==> config.mk <==
export PLATFORM = sky130hd
export DESIGN_NAME = rr_priority_arbiter_flat
export DESIGN_NICKNAME = d
export VERILOG_FILES = /design/src/rtl/rr_priority_arbiter_if.sv /design/src/rtl/rr_priority_arbiter.sv /design/src/flat_wrapper.sv
export SDC_FILE = /design/constraint.sdc
export NUM_CORES = 1
export LEC_CHECK = 0
export ABC_AREA = 1
export CAP_MARGIN = 10
export CORE_MARGIN = 5
export CORE_UTILIZATION = 54
export CTS_BUF_LIST = sky130_fd_sc_hd__clkbuf_16
export DETAILED_ROUTE_END_ITERATION = 12
export GPL_TIMING_DRIVEN = 0
export PLACE_DENSITY_LB_ADDON = 0.12
export SLEW_MARGIN = 5
export SYNTH_ARGS = -nofsm -noshare
export SYNTH_HDL_FRONTEND = slang
export SYNTH_SLANG_ARGS = --single-unit
==> constraint.sdc <==
create_clock -name clk -period 2.6 [get_ports clk]
set_input_delay 0.52 -clock clk [delete_from_list [all_inputs] [get_ports clk]]
set_output_delay 0.52 -clock clk [all_outputs]
set_load 0.005 [all_outputs]
==> src/rtl/rr_priority_arbiter_if.sv <==
// Request/grant bundle between requesters (master) and the arbiter (slave).
// grant_idx drives the select lines of the shared resource.
interface rr_priority_arbiter_if #(
  parameter int N     = 8,
  parameter int IDX_W = $clog2(N)
);
  logic             enable;
  logic [N-1:0]     req;
  logic [N-1:0]     grant;
  logic [IDX_W-1:0] grant_idx;
  logic             grant_valid;
  logic             grant_new;

  modport master (
    output enable, req,
    input  grant, grant_idx, grant_valid, grant_new
  );

  modport slave (
    input  enable, req,
    output grant, grant_idx, grant_valid, grant_new
  );
endinterface

==> src/rtl/rr_priority_arbiter.sv <==
// Registered N-way arbiter: fixed priority (highest index) or round-robin,
// grants locked to the owner until release or optional hold-time expiry.
module rr_priority_arbiter #(
  parameter int N        = 8,
  parameter int MODE     = 1,
  parameter int MAX_HOLD = 0,
  parameter int IDX_W    = $clog2(N),
  parameter int HOLD_W   = 8
) (
  input  logic                 clk,
  input  logic                 rst_n,
  rr_priority_arbiter_if.slave bus
);
  typedef enum logic {IDLE, GRANT} state_t;

  localparam logic [HOLD_W-1:0] HOLD_LAST = HOLD_W'((MAX_HOLD == 0) ? 0 : MAX_HOLD - 1);

  state_t            state_reg;
  logic [N-1:0]      grant_reg;
  logic [IDX_W-1:0]  idx_reg;
  logic [IDX_W-1:0]  ptr_reg;
  logic [HOLD_W-1:0] hold_cnt_reg;
  logic              valid_reg;
  logic              new_reg;

  logic [N-1:0]      elig;
  logic [2*N-1:0]    elig_dbl;
  logic [N-1:0]      elig_rot;
  logic [N-1:0]      cand_onehot;
  logic [IDX_W-1:0]  cand;
  logic              cand_found;
  logic              owner_req;
  logic              expire;
  logic              do_take;
  logic              do_clear;
  logic              do_rewind;

  // The current owner is never its own successor; in IDLE grant_reg is zero.
  genvar gi;
  generate
    for (gi = 0; gi < N; gi++) begin : g_elig
      assign elig[gi]        = bus.req[gi] & ~grant_reg[gi];
      assign cand_onehot[gi] = (cand == IDX_W'(gi));
    end
  endgenerate

  assign elig_dbl  = {elig, elig};
  assign elig_rot  = N'(elig_dbl >> ptr_reg);
  assign owner_req = bus.req[idx_reg];
  assign expire    = (MAX_HOLD != 0) && (hold_cnt_reg == HOLD_LAST);

  always_comb begin
    cand       = '0;
    cand_found = 1'b0;
    if (MODE == 0) begin
      for (int i = 0; i < N; i++) begin
        if (elig[i]) begin
          cand       = IDX_W'(i);
          cand_found = 1'b1;
        end
      end
    end else begin
      // Walk downward so the smallest offset from ptr is the one that sticks.
      for (int i = N - 1; i >= 0; i--) begin
        if (elig_rot[i]) begin
          cand       = IDX_W'((int'(ptr_reg) + i) % N);
          cand_found = 1'b1;
        end
      end
    end
  end

  always_comb begin
    do_take   = 1'b0;
    do_clear  = 1'b0;
    do_rewind = 1'b0;
    if (state_reg == IDLE) begin
      do_take = bus.enable && cand_found;
    end else if (!bus.enable) begin
      do_clear = 1'b1;
    end else if (!owner_req || expire) begin
      if (cand_found) begin
        do_take = 1'b1;
      end else if (!owner_req) begin
        do_clear = 1'b1;
      end else begin
        do_rewind = 1'b1;
      end
    end
  end

  always_ff @(posedge clk or negedge rst_n) begin
    if (!rst_n) begin
      state_reg    <= IDLE;
      grant_reg    <= '0;
      idx_reg      <= '0;
      ptr_reg      <= '0;
      hold_cnt_reg <= '0;
      valid_reg    <= 1'b0;
      new_reg      <= 1'b0;
    end else if (do_take) begin
      state_reg    <= GRANT;
      grant_reg    <= cand_onehot;
      idx_reg      <= cand;
      hold_cnt_reg <= '0;
      valid_reg    <= 1'b1;
      new_reg      <= 1'b1;
      if (MODE != 0) begin
        ptr_reg <= (cand == IDX_W'(N - 1)) ? '0 : cand + 1'b1;
      end
    end else if (do_clear) begin
      state_reg    <= IDLE;
      grant_reg    <= '0;
      idx_reg      <= '0;
      hold_cnt_reg <= '0;
      valid_reg    <= 1'b0;
      new_reg      <= 1'b0;
    end else begin
      new_reg <= 1'b0;
      if (do_rewind) begin
        hold_cnt_reg <= '0;
      end else if (state_reg == GRANT && hold_cnt_reg != '1) begin
        hold_cnt_reg <= hold_cnt_reg + 1'b1;
      end
    end
  end

  assign bus.grant       = grant_reg;
  assign bus.grant_idx   = idx_reg;
  assign bus.grant_valid = valid_reg;
  assign bus.grant_new   = new_reg;
endmodule

==> src/flat_wrapper.sv <==
// flat-port wrapper written by rule: the top's interface ports become plain ports
module rr_priority_arbiter_flat 
#(
  parameter int N        = 8,
  parameter int MODE     = 1,
  parameter int MAX_HOLD = 0,
  parameter int IDX_W    = $clog2(N),
  parameter int HOLD_W   = 8
)
  (clk, rst_n, bus_enable, bus_req, bus_grant, bus_grant_idx, bus_grant_valid, bus_grant_new);
  rr_priority_arbiter_if #(.N(N), .IDX_W(IDX_W)) bus_i ();
  input  logic clk;
  input  logic rst_n;
  input wire logic [$bits(bus_i.enable)-1:0] bus_enable;
  input wire logic [$bits(bus_i.req)-1:0] bus_req;
  output wire logic [$bits(bus_i.grant)-1:0] bus_grant;
  output wire logic [$bits(bus_i.grant_idx)-1:0] bus_grant_idx;
  output wire logic [$bits(bus_i.grant_valid)-1:0] bus_grant_valid;
  output wire logic [$bits(bus_i.grant_new)-1:0] bus_grant_new;
  assign bus_i.enable = bus_enable;
  assign bus_i.req = bus_req;
  assign bus_grant = bus_i.grant;
  assign bus_grant_idx = bus_i.grant_idx;
  assign bus_grant_valid = bus_i.grant_valid;
  assign bus_grant_new = bus_i.grant_new;
  rr_priority_arbiter #(.N(N), .MODE(MODE), .MAX_HOLD(MAX_HOLD), .IDX_W(IDX_W), .HOLD_W(HOLD_W)) u_core (.clk(clk), .rst_n(rst_n), .bus(bus_i));
endmodule
### After elaboration in Yosys (flattened, before gate mapping)

Cells that the tools add are included.

| operators by class | value |
|---|---|
| add/subtract/negate cells | 8 |
| order comparisons | 1 |
| eq/ne operators | 7 |
| shifts and indexed selects | 1 |
| mux-type cells | 34 |
| bitwise operators | 16 |
| reduce and logical (&&, ||, !) cells | 3 |

Operator list:

| cell | count |
|---|---|
| $mux W3 | 11 |
| $mux W1 | 20 |
| $mux W8 | 2 |
| $shr A16 B3 Y8 | 1 |
| $add A3 B3 Y3 const B | 4 |
| $eq A3 B3 Y1 const B | 4 |
| $and A1 B1 Y1 | 8 |
| $not A1 Y1 | 8 |
| $add A3 B1 Y3 const B | 2 |
| $add A3 B2 Y3 const B | 2 |
| $eq A3 B2 Y1 const B | 2 |
| $lt A3 B4 Y1 const B | 1 |
| $bmux W1 S3 | 1 |
| $eq A3 B1 Y1 const B | 1 |
| $logic_not A3 Y1 | 1 |
| $reduce_bool A2 Y1 | 1 |
| $logic_and A1 B1 Y1 | 1 |

| storage, ports and cells | value |
|---|---|
| flip-flop bits (word level) | 16 |
| output and inout port bits | 13 |
| word-level logic and storage cells | 75 |

### Logic depth before layout (Yosys ltp)

Gate-level depths: netlist of run 1.

| logic depth | value |
|---|---|
| word-level depth | 17 |
| gate-level depth with buffers | 21 |
| depth with buffers taken out | 21 |

### Least setup slack after synthesis of run 1

No wires, ideal clock.

| timing path | value |
|---|---|
| path type | register to register |
| start point | register u_core.ptr_reg[0] |
| end point | register u_core.ptr_reg[2] |
| setup time | 0.113 ns |
| arrival time | 1.900 ns |
| data required time | 2.487 ns |
| setup slack | 0.587 ns |
| stages on the path, launching flop included | 21 |
| path buffers | 1 |
| clock period less this slack | 2.013 ns |
| cells stage by stage | dfrtp_1 buf_6 nand3_2 nand3_1 nand3_1 nand2_1 a21oi_1 nand2_1 inv_1 nand2_1 nand2_1 nand2_1 nand2_2 nand2_4 ha_1 inv_1 o21ai_1 inv_1 nand2_1 nand2_1 inv_1 |

| between the ends | value |
|---|---|
| longest elaborated chain between the ends | 13 |
| elaborated cells on any way between the ends | 32 |
| classes of those cells | add/sub (8); eq/ne (1); shift (1); mux (21); reduce/logical (1) |

RTL lines:

| element | line | text |
|---|---|---|
| start, declared | rr_priority_arbiter.sv:21 | `logic [IDX_W-1:0] ptr_reg;` |
| start signal, assigned | rr_priority_arbiter.sv:109 | `ptr_reg <= (cand == IDX_W'(N - 1)) ? '0 : cand + 1'b1;` |
| branches (longest 13 deep; another with $add A3 B3 Y3) | n/a |  |

Parallel ways; which one is timed is not known.
A chain may end at the register's enable or synchronous reset.

### Worst setup path in the final report of run 1

| timing path | value |
|---|---|
| start point | input port bus_req[7] |
| end point | register u_core.ptr_reg[2] |

| between the ends | value |
|---|---|
| longest elaborated chain between the ends | 14 |
| elaborated cells on any way between the ends | 28 |
| classes of those cells | add/sub (1); eq/ne (1); shift (1); mux (23); bitwise (1); reduce/logical (1) |

RTL lines:

| element | line | text |
|---|---|---|
| start, declared | flat_wrapper.sv:15 | `input wire logic [$bits(bus_i.req)-1:0] bus_req;` |
| branches (longest 14 deep; another with $add A3 B1 Y3) | n/a |  |

Parallel ways; which one is timed is not known. The select of a mux whose other input is x is not followed.

==> impl_metrics.env, run 1 <==
export IMPL_status="finished clean"
export IMPL_critPathTopFamily="simple AND/OR/NAND/NOR gates"
export IMPL_slew_limit_headroom=0.545
export IMPL_fmax_ghz=0.410
export IMPL_place_ws_ps=-131
export IMPL_top_layer_used="met4"
export IMPL_clockBufferDepth=2
export IMPL_drc=0
export IMPL_slowest_delay_ps=530
export IMPL_worst_path_most_repeated_cell="nand2_1"
export IMPL_insertion_delay_ps=250
export IMPL_wl_met3_um=162
export IMPL_end_kind="register"
export IMPL_maxCapViolations=0
export IMPL_slowest_stage="clkdlybuf4s50_1"
export IMPL_reg2reg_from="u_core.ptr_reg[1]$_DFFE_PN0P_"
export IMPL_drt_iter0_drc=94
export IMPL_power_total_mw=2.96
export IMPL_worstPathArrival_ps=2630
export IMPL_dp_hpwl_um=3180
export IMPL_synth_seq_cells=16
export IMPL_fp_coreArea_um2=2710
export IMPL_cp_cell_sequence="clkdlybuf4s50_1 > nand3_1 > nand3_1 > nand2_1 > nand2_1 > nand2_1 > inv_1 > nor2_1 > nor2_1 > nand3_1 > nand2_4 > ha_2 > inv_1 > o21ai_1 > inv_1 > nand2_1 > nand2_1 > inv_1"
export IMPL_nNetsFinal=267
export IMPL_grt_use_total=0.214
export IMPL_cts_sinks=16
export IMPL_tightest_slew_ps=681
export IMPL_hold_class="register to register"
export IMPL_rows=19
export IMPL_numPortBuffers=23
export IMPL_ys_seq_area_frac=0.268
export IMPL_final_cell_mix="nand2_1, nand3_1, inv_1"
export IMPL_numCtsBuffers=3
export IMPL_viasPerCell=5.52
export IMPL_final_common_cell="nand2_1"
export IMPL_required_ps=2790
export IMPL_maxSlewViolCount=0
export IMPL_hold_path_endpoint="u_core.bus.grant[4]$_DFFE_PN0P_"
export IMPL_placed_cell_area_um2=1770
export IMPL_grt_pass1_vias=1500
export IMPL_syn_area_um2=1500
export IMPL_hold_ws_ps=528
export IMPL_post_route_period_util=0.938
export IMPL_die_area_um2=3920
export IMPL_start_util=0.552
export IMPL_num_antenna_cells=0
export IMPL_wl_met1_um=1800
export IMPL_critPathKind="primary input to register"
export IMPL_largest_reg_flops=8
export IMPL_min_from="u_core.bus.grant[4]$_DFFE_PN0P_"
export IMPL_startpoint_type="primary input"
export IMPL_final_util=0.702
export IMPL_setup_violations=0
export IMPL_syn_nets=239
export IMPL_grt_overflow=0
export IMPL_cp_buffers_inverters=5
export IMPL_grt_pass1_wl_um=6870
export IMPL_synthCells=225
export IMPL_finalClockSkew_ps=0.978
export IMPL_placed_cells=279
export IMPL_stdcell_count=283
export IMPL_route_met2_wl_um=1930
export IMPL_fin_tns_setup_ps=0
export IMPL_p_leak_nw=0.984
export IMPL_yosysWarnings=0
export IMPL_die_y_um=62.6
export IMPL_ir_drop_mv=1.26
export IMPL_vias=1562
export IMPL_area_growth_pct=27.1
export IMPL_postLayoutCellArea_um2=1900
export IMPL_hold_depth=2
export IMPL_period_needed_ps=2440
export IMPL_ant_nets=0
export IMPL_io_pins=24
export IMPL_routed_wirelength_um=3950
export IMPL_clk_pin_slew_ps=50
export IMPL_htreeDepth=1
export IMPL_r2r_cells=20
export IMPL_power_density_nw_per_um2=1560
export IMPL_antenna_found_initial=0
export IMPL_cts_tree="built"
export IMPL_cts_setup_buffers=0
export IMPL_die_width_um=62.6
export IMPL_gp_congestion=0.893
export IMPL_firstDrtPassIters=4
export IMPL_crit_path_max_fanout=5
export IMPL_ff2ff_setup_slack_ps=290
export IMPL_synth_cell_type_count=30
export IMPL_layout_setup_ws_ps=160
export IMPL_post_drt_wl_per_cell_um=14.0
export IMPL_finalHoldViolations=0
export IMPL_drive_gt1_frac=0.202
export IMPL_cts_root_buf="clkbuf_16"
export IMPL_grt_max_degree=17
export IMPL_post_synth_cell_area_avg_um2=6.65
export IMPL_r2r_end="u_core.ptr_reg[2]$_DFFE_PN0P_"
==> kinds of logic (layout without fill, tap and decap cells) <==
group	Yosys count	count (layout)	synth area share
AOI/OAI and AO/OA	20	20	0.0828
and+or+nand+nor	148	148	0.503
adders and majority gates	3	3	0.0251
buffers and inverters	34	61	0.0978
muxes	1	1	0.00669
xor gates and xnor gates	3	3	0.0176
DFF	16	16	0.268
==> final cells by class <==
class	count	area [um^2]
Multi-Input combinational cell	175	992
Fill cell	239	808
Sequential cell	16	400
Timing Repair Buffer	23	245
Inverter	30	115
Clock buffer	3	75.1
Tap cell	31	38.8
Buffer	4	31.3
Clock inverter	1	3.75
==> routing by layer <==
layer,vias to the layer above,track usage
li1,794,-
met1,719,0.278
met2,42,0.358
met3,7,0.0324
met4,0,0.0796
met5,-,0
==> Yosys cell counts (all sizes together) <==
cell type | count | area [um^2]
nand2 | 77 | 324
nand3 | 53 | 348
inv | 29 | 111
dfrtp | 16 | 400
nor2 | 14 | 55.1
o21ai | 11 | 55.1
a21oi | 5 | 32.5
buf | 4 | 31.3
ha | 3 | 37.5
nand4 | 3 | 18.8
xor2 | 2 | 17.5
a21boi | 1 | 7.51
and3 | 1 | 6.26
clkinv | 1 | 3.75
mux2i | 1 | 10.0
o211ai | 1 | 7.51
o221ai | 1 | 8.76
o22ai | 1 | 12.5
xnor2 | 1 | 8.76
==> what timing repair did <==
item,in CTS,in global routing
hold buffers,0,0
resized for setup,0,16
hold endpoints to repair,0,0
setup endpoints to repair,0,3
==> worst max-delay path by stage <==
stage | endpoint | start | slack (ps) | cells past startpoint
floorplan | u_core.ptr_reg[2]$_DFFE_PN0P_ | u_core.ptr_reg[0]$_DFFE_PN0P_ | 590 | 20
global placement | u_core.ptr_reg[2]$_DFFE_PN0P_ | bus_req[3] | -110 | 21
detailed placement | u_core.ptr_reg[2]$_DFFE_PN0P_ | bus_req[2] | -130 | 21
CTS | u_core.ptr_reg[2]$_DFFE_PN0P_ | bus_req[2] | 130 | 21
global route | u_core.ptr_reg[2]$_DFFE_PN0P_ | bus_req[7] | -40 | 20
finish | u_core.ptr_reg[2]$_DFFE_PN0P_ | bus_req[7] | 160 | 18
==> worst reg2reg max path, stage by stage (launching register included) <==
cell and delay (ps):
dfrtp_1 460, inv_2 100, buf_4 180, nand3_1 150
nand3_1 140, nand2_2 90, a21oi_1 130, nand2_1 60
inv_1 50, nand2_1 40, nand2_1 60, nand2_1 60
nand2_2 100, nand2_4 70, ha_2 200, inv_1 70
o21ai_1 70, inv_1 50, nand2_1 40, nand2_1 50
inv_1 40
==> power by group <==
part           total [mW]  switching (mW)  leakage (nW)  internal [mW]
registers           0.442          0.0987         0.209          0.343
clock network       0.301          0.0967        0.0385          0.204
logic                2.22            1.41         0.736          0.814
(Power assumes the default switching activity.)
==> run 2, diff against run 1 <==
- PLACE_DENSITY_LB_ADDON: 0.12 -> 0.05
==> run 2 against run 1 <==
- non-clock buffer count stayed put
- sequential share of layout area hardly changed
- cell count stayed put
- via count is 3.0% lower
- first-iteration DRC count is 29% higher
- routed wire length is 2.0% lower
- worst hold slack worse by 15 ps
- critical endpoint unchanged
- largest cell class unchanged
==> impl_metrics.env, run 2 (same netlist as run 1, synthesis figures left out) <==
export IMPL_grt_pass1_vias=1453
export IMPL_grt_overflow=0
export IMPL_worstPathArrival_ps=2500
export IMPL_wl_met3_um=122
export IMPL_die_y_um=62.6
export IMPL_drive_gt1_frac=0.198
export IMPL_io_pins=24
export IMPL_maxCapViolations=0
export IMPL_final_cell_mix="nand2_1, nand3_1, inv_1"
export IMPL_status="finished clean"
export IMPL_drc=0
export IMPL_hold_ws_ps=513
export IMPL_routed_wirelength_um=3870
export IMPL_fin_tns_setup_ps=0
export IMPL_tightest_slew_ps=698
export IMPL_finalClockSkew_ps=2.19
export IMPL_end_kind="register"
export IMPL_dp_hpwl_um=3130
export IMPL_place_ws_ps=-141
export IMPL_slew_limit_headroom=0.533
export IMPL_drt_iter0_drc=121
export IMPL_placed_cell_area_um2=1770
export IMPL_top_layer_used="met4"
export IMPL_maxSlewViolCount=0
export IMPL_ir_drop_mv=1.47
export IMPL_clockBufferDepth=2
export IMPL_crit_path_max_fanout=10
export IMPL_hold_buffers=0
export IMPL_slowest_delay_ps=470
export IMPL_fp_coreArea_um2=2710
export IMPL_grt_max_degree=17
export IMPL_finalHoldViolations=0
export IMPL_area_growth_pct=27.3
export IMPL_worst_path_most_repeated_cell="nand2_1"
export IMPL_required_ps=2790
export IMPL_startpoint_type="register"
export IMPL_post_route_period_util=0.887
export IMPL_slowest_stage="dfrtp_1"
export IMPL_rsz0062_at_grt="no"
export IMPL_period_needed_ps=2310
export IMPL_grt_use_total=0.208
export IMPL_viasPerCell=5.35
export IMPL_post_drt_wl_per_cell_um=13.7
export IMPL_die_area_um2=3920
export IMPL_nNetsFinal=267
export IMPL_critPathKind="register to register"
export IMPL_insertion_delay_ps=250
export IMPL_rows=19
export IMPL_ant_nets=0
export IMPL_vias=1515
export IMPL_route_met2_wl_um=1860
export IMPL_cts_sinks=16
export IMPL_final_common_cell="nand2_1"
export IMPL_wl_met1_um=1800
export IMPL_p_leak_nw=1.00
export IMPL_grt_pass1_wl_um=6700
export IMPL_numCtsBuffers=3
export IMPL_cp_cell_sequence="buf_4 > nand3_1 > nand2_1 > nand2_1 > nand2_2 > clkinv_1 > nand2_1 > nand3_1 > nand2_1 > nand2_1 > nand2_1 > nand2_2 > nand2_4 > ha_2 > inv_1 > o21ai_1 > inv_1 > nand2_1 > nand2_1 > inv_1"
export IMPL_gp_congestion=0.946
export IMPL_clk_pin_slew_ps=50
export IMPL_die_width_um=62.6
export IMPL_antenna_found_initial=0
export IMPL_fmax_ghz=0.434
export IMPL_layout_setup_ws_ps=293
export IMPL_cts_root_buf="clkbuf_16"
export IMPL_firstDrtPassIters=4
export IMPL_setup_violations=0
export IMPL_start_util=0.552
export IMPL_hold_class="register to register"
export IMPL_htreeDepth=1
export IMPL_largest_reg_flops=8
export IMPL_power_density_nw_per_um2=1540
export IMPL_final_util=0.703
export IMPL_postLayoutCellArea_um2=1900
export IMPL_num_antenna_cells=0
export IMPL_cts_tree="built"
export IMPL_numPortBuffers=23
==> run 2: through the flow <==
step	std cells	total power, mW
after floorplan	225	2.07
after global placement	279	2.57
after detailed placement	279	2.58
after CTS	283	2.90
after global routing	283	3.29
final	283	2.94
==> run 2: what timing repair did <==
action                     in CTS  in global routing
buffers inserted                0                  0
gates resized for setup         0                 17
setup endpoints to repair       0                  4
==> run 2: final timing paths <==
check / startpoint / to / slack [ps] / cells after the start
max in group asynchronous: rst_n / u_core.bus.grant_idx[0]$_DFFE_PN0P_ / 1460 / 1
worst min register to register: u_core.bus.grant[2]$_DFFE_PN0P_ / u_core.bus.grant[2]$_DFFE_PN0P_ / 510 / 2
worst max register to register: u_core.ptr_reg[1]$_DFFE_PN0P_ / u_core.ptr_reg[2]$_DFFE_PN0P_ / 290 / 20
worst max-delay path: u_core.ptr_reg[1]$_DFFE_PN0P_ / u_core.ptr_reg[2]$_DFFE_PN0P_ / 290 / 20
worst min-delay path: u_core.bus.grant[2]$_DFFE_PN0P_ / u_core.bus.grant[2]$_DFFE_PN0P_ / 510 / 2
min in group asynchronous: rst_n / u_core.bus.grant_new$_DFF_PN0_ / 700 / 1
==> run 2: layout make-up <==
cell class	instances	area, um^2
Tap cell	31	38.8
Inverter	30	115
Clock inverter	1	3.75
Sequential cell	16	400
Multi-Input combinational cell	175	990
Timing Repair Buffer	23	250
Buffer	4	31.3
Clock buffer	3	75.1
Fill cell	250	806
==> run 2: critical path, delay by kind of cell (launching register included) <==
| kind | cells | cell delay [ps] |
|---|---|---|
| AO/OA/AOI/OAI | 1 | 120 |
| adder cells (fa/ha/maj) | 1 | 190 |
| buffers and inverters | 5 | 460 |
| flip-flops | 1 | 470 |
| AND/OR/NAND/NOR | 13 | 990 |
==> run 2: power breakdown <==
part | internal (mW) | switching [mW]
clock | 0.204 | 0.0993
combinational | 0.806 | 1.39
sequential | 0.343 | 0.0967
==> run 2: per-layer routing <==
layer  vias up  GRT usage
met5         -          0
li1        793          -
met1       682      0.297
met3         7    0.00719
met2        33      0.330
met4         0     0.0822
==> run 3, diff against run 2 <==
- ABC_AREA: 1 -> not set
- CORE_UTILIZATION: 54 -> 57
==> run 3 against run 2 <==
- the run now ends with negative setup slack left
- register-to-register slack lost 590 ps
- setup slack lost 610 ps
- critical path type is now primary input to register
- combinational power grew 100%
- die area grew 22%
- largest cell class unchanged
- cell count grew 15%
- critical endpoint unchanged
- routed wire length grew 130%
- flip-flop and latch count is the same
- first-iteration DRC count grew to 3.9 times the previous value
- clock power shrank 2%
==> impl_metrics.env, run 3 <==
export IMPL_nNetsFinal=294
export IMPL_grt_pass1_vias=2444
export IMPL_worstPathArrival_ps=3070
export IMPL_finalHoldViolations=0
export IMPL_dp_hpwl_um=4700
export IMPL_syn_area_um2=2000
export IMPL_synth_top_area_share=0.201
export IMPL_htreeDepth=1
export IMPL_final_cell_mix="buf_4, nand2_1, clkdlybuf4s50_1"
export IMPL_synthArstFlopShare=1.00
export IMPL_status="finished, violations left"
export IMPL_rows=21
export IMPL_clk_pin_slew_ps=50
export IMPL_grt_max_degree=17
export IMPL_syn_nets=232
export IMPL_setup_violations=15
export IMPL_tightest_slew_ps=710
export IMPL_yosysTopAreaCell="dfrtp_1"
export IMPL_synth_edf_count=0
export IMPL_hold_buffers=0
export IMPL_grt_pass1_wl_um=12700
export IMPL_num_antenna_cells=0
export IMPL_drt_iter0_drc=475
export IMPL_maxCapViolations=0
export IMPL_startpoint_type="primary input"
export IMPL_insertion_delay_ps=250
export IMPL_fp_coreArea_um2=3360
export IMPL_viasPerCell=7.61
export IMPL_largest_reg_flops=8
export IMPL_hold_class="register to register"
export IMPL_yosysWarnings=0
export IMPL_ir_drop_mv=1.18
export IMPL_synth_cell_type_count=65
export IMPL_drc=0
export IMPL_period_needed_ps=2910
export IMPL_cts_sinks=16
export IMPL_post_route_period_util=1.12
export IMPL_yosysMostFrequentCell="nand2_1"
export IMPL_post_drt_wl_per_cell_um=27.2
export IMPL_numCtsBuffers=3
export IMPL_area_growth_pct=50.4
export IMPL_required_ps=2760
export IMPL_drive_gt1_frac=0.455
export IMPL_end_kind="register"
export IMPL_numPortBuffers=23
export IMPL_synth_seq_cells=16
export IMPL_place_ws_ps=-1010
export IMPL_clockBufferDepth=2
export IMPL_ant_nets=0
export IMPL_start_util=0.594
export IMPL_post_synth_cell_area_avg_um2=9.16
export IMPL_die_area_um2=4790
export IMPL_finalClockSkew_ps=4.15
export IMPL_p_leak_nw=1.23
export IMPL_critPathKind="primary input to register"
export IMPL_hold_ws_ps=598
export IMPL_crit_path_max_fanout=5
export IMPL_power_density_nw_per_um2=1710
export IMPL_gp_congestion=0.960
export IMPL_slew_limit_headroom=0.525
export IMPL_grt_overflow=0
export IMPL_fmax_ghz=0.343
export IMPL_cts_tree="built"
export IMPL_cts_root_buf="clkbuf_16"
export IMPL_synthCells=218
export IMPL_stdcell_count=325
export IMPL_ys_top_cells_by_area="dfrtp_1, mux4_2, mux2i_1"
export IMPL_placed_cells=287
export IMPL_maxSlewViolCount=0
export IMPL_layout_setup_ws_ps=-313
export IMPL_synth_main_ff_cell="dfrtp_1"
export IMPL_ys_seq_area_frac=0.201
export IMPL_yosys_top_cells_count="nand2_1, dfrtp_1, mux2i_1, nand2b_1, nor2_1"
export IMPL_io_pins=24
export IMPL_rsz0062_at_grt="yes"
export IMPL_antenna_found_initial=0
export IMPL_final_common_cell="buf_4"
export IMPL_die_y_um=69.2
export IMPL_die_width_um=69.2
export IMPL_violations="negative setup slack"
export IMPL_vias=2473
export IMPL_routed_wirelength_um=8840
export IMPL_grt_use_total=0.324
export IMPL_firstDrtPassIters=5
[run 3: cell count changes after synthesis, sizes merged, moves of 4 or more]
cell / before / now
a21o: 0 / 4
a22o: 0 / 6
buf: 4 / 9
clkbuf: 0 / 5
inv: 29 / 7
mux2i: 1 / 15
mux4: 0 / 9
nand2: 77 / 18
nand2b: 0 / 12
nand3: 53 / 4
nor2b: 0 / 9
nor3: 0 / 4
nor4b: 0 / 5
o22ai: 1 / 6
[run 3: power by group]
group / leakage (nW) / switching, mW / internal, mW
combinational: 0.989 / 2.33 / 2.07
clock: 0.0385 / 0.0949 / 0.204
sequential: 0.202 / 0.109 / 0.329
[run 3: final cells by class]
cell class | count | area (um^2)
buffer | 12 | 116
clock buffer | 3 | 75.1
clock inverter | 1 | 3.75
fill | 149 | 359
inverter | 7 | 38.8
multi-input combinational | 181 | 1770
sequential | 16 | 407
tap | 46 | 57.6
timing repair buffer | 59 | 533
[run 3: per-stage QoR]
stage | TNS [ps] | util | total power [mW] | instance area (um^2)
4_1_cts | -1140 | 0.849 | 4.42 | 2850
3_5_place_dp | -10480 | 0.689 | 3.15 | 2320
2_1_floorplan | -107 | - | 2.49 | 2030
5_1_grt | -3700 | 0.893 | 5.34 | 3000
3_3_place_gp | -9380 | 0.689 | 3.06 | 2320
6_report | -3330 | 0.893 | 5.14 | 3000
[run 3: final timing paths]
path	start	to	slack, ps	cells after the start
max in group asynchronous	rst_n	u_core.bus.grant[0]$_DFFE_PN0P_	1400	1
worst min-delay path	u_core.bus.grant_idx[2]$_DFFE_PN0P_	u_core.bus.grant_idx[2]$_DFFE_PN0P_	600	1
worst max register to register	u_core.ptr_reg[1]$_DFFE_PN0P_	u_core.ptr_reg[2]$_DFFE_PN0P_	-300	11
worst max-delay path	bus_req[2]	u_core.ptr_reg[2]$_DFFE_PN0P_	-310	10
worst min register to register	u_core.bus.grant_idx[2]$_DFFE_PN0P_	u_core.bus.grant_idx[2]$_DFFE_PN0P_	600	1
min in group asynchronous	rst_n	u_core.bus.grant_new$_DFF_PN0_	700	1
[run 3: metal layers]
metal,GRT usage,up-vias,share of wire
li1,-,978,-
met1,0.374,1147,0.35
met2,0.558,261,0.46
met3,0.0522,87,0.11
met4,0.193,0,0.078
met5,0,-,0
[run 3: cell families (layout without fill, tap and decap cells)]
kind of cell | Yosys count | in the layout | synth area share
compound gates | 68 | 68 | 0.264
xor+xnor | 1 | 1 | 0.00439
fa+ha+maj | 3 | 3 | 0.0188
buf+inv | 21 | 82 | 0.0576
flops | 16 | 16 | 0.200
mux | 26 | 26 | 0.190
simple gates | 83 | 83 | 0.265
[run 3: critical path, cell delays in order]
cell	delay, ps
dlygate4sd2_1	330
nor4bb_2	230
nor4_4	370
buf_4	230
mux2i_2	110
a221o_1	340
nor2_1	230
a31oi_4	190
or3b_4	440
o221ai_2	70
[run 3: repair_timing]
item	CTS	global route
cloned	1	0
gates resized for setup	76	26
endpoints found under the setup margin	15	15
pin swaps	18	7
buffers inserted	26	9
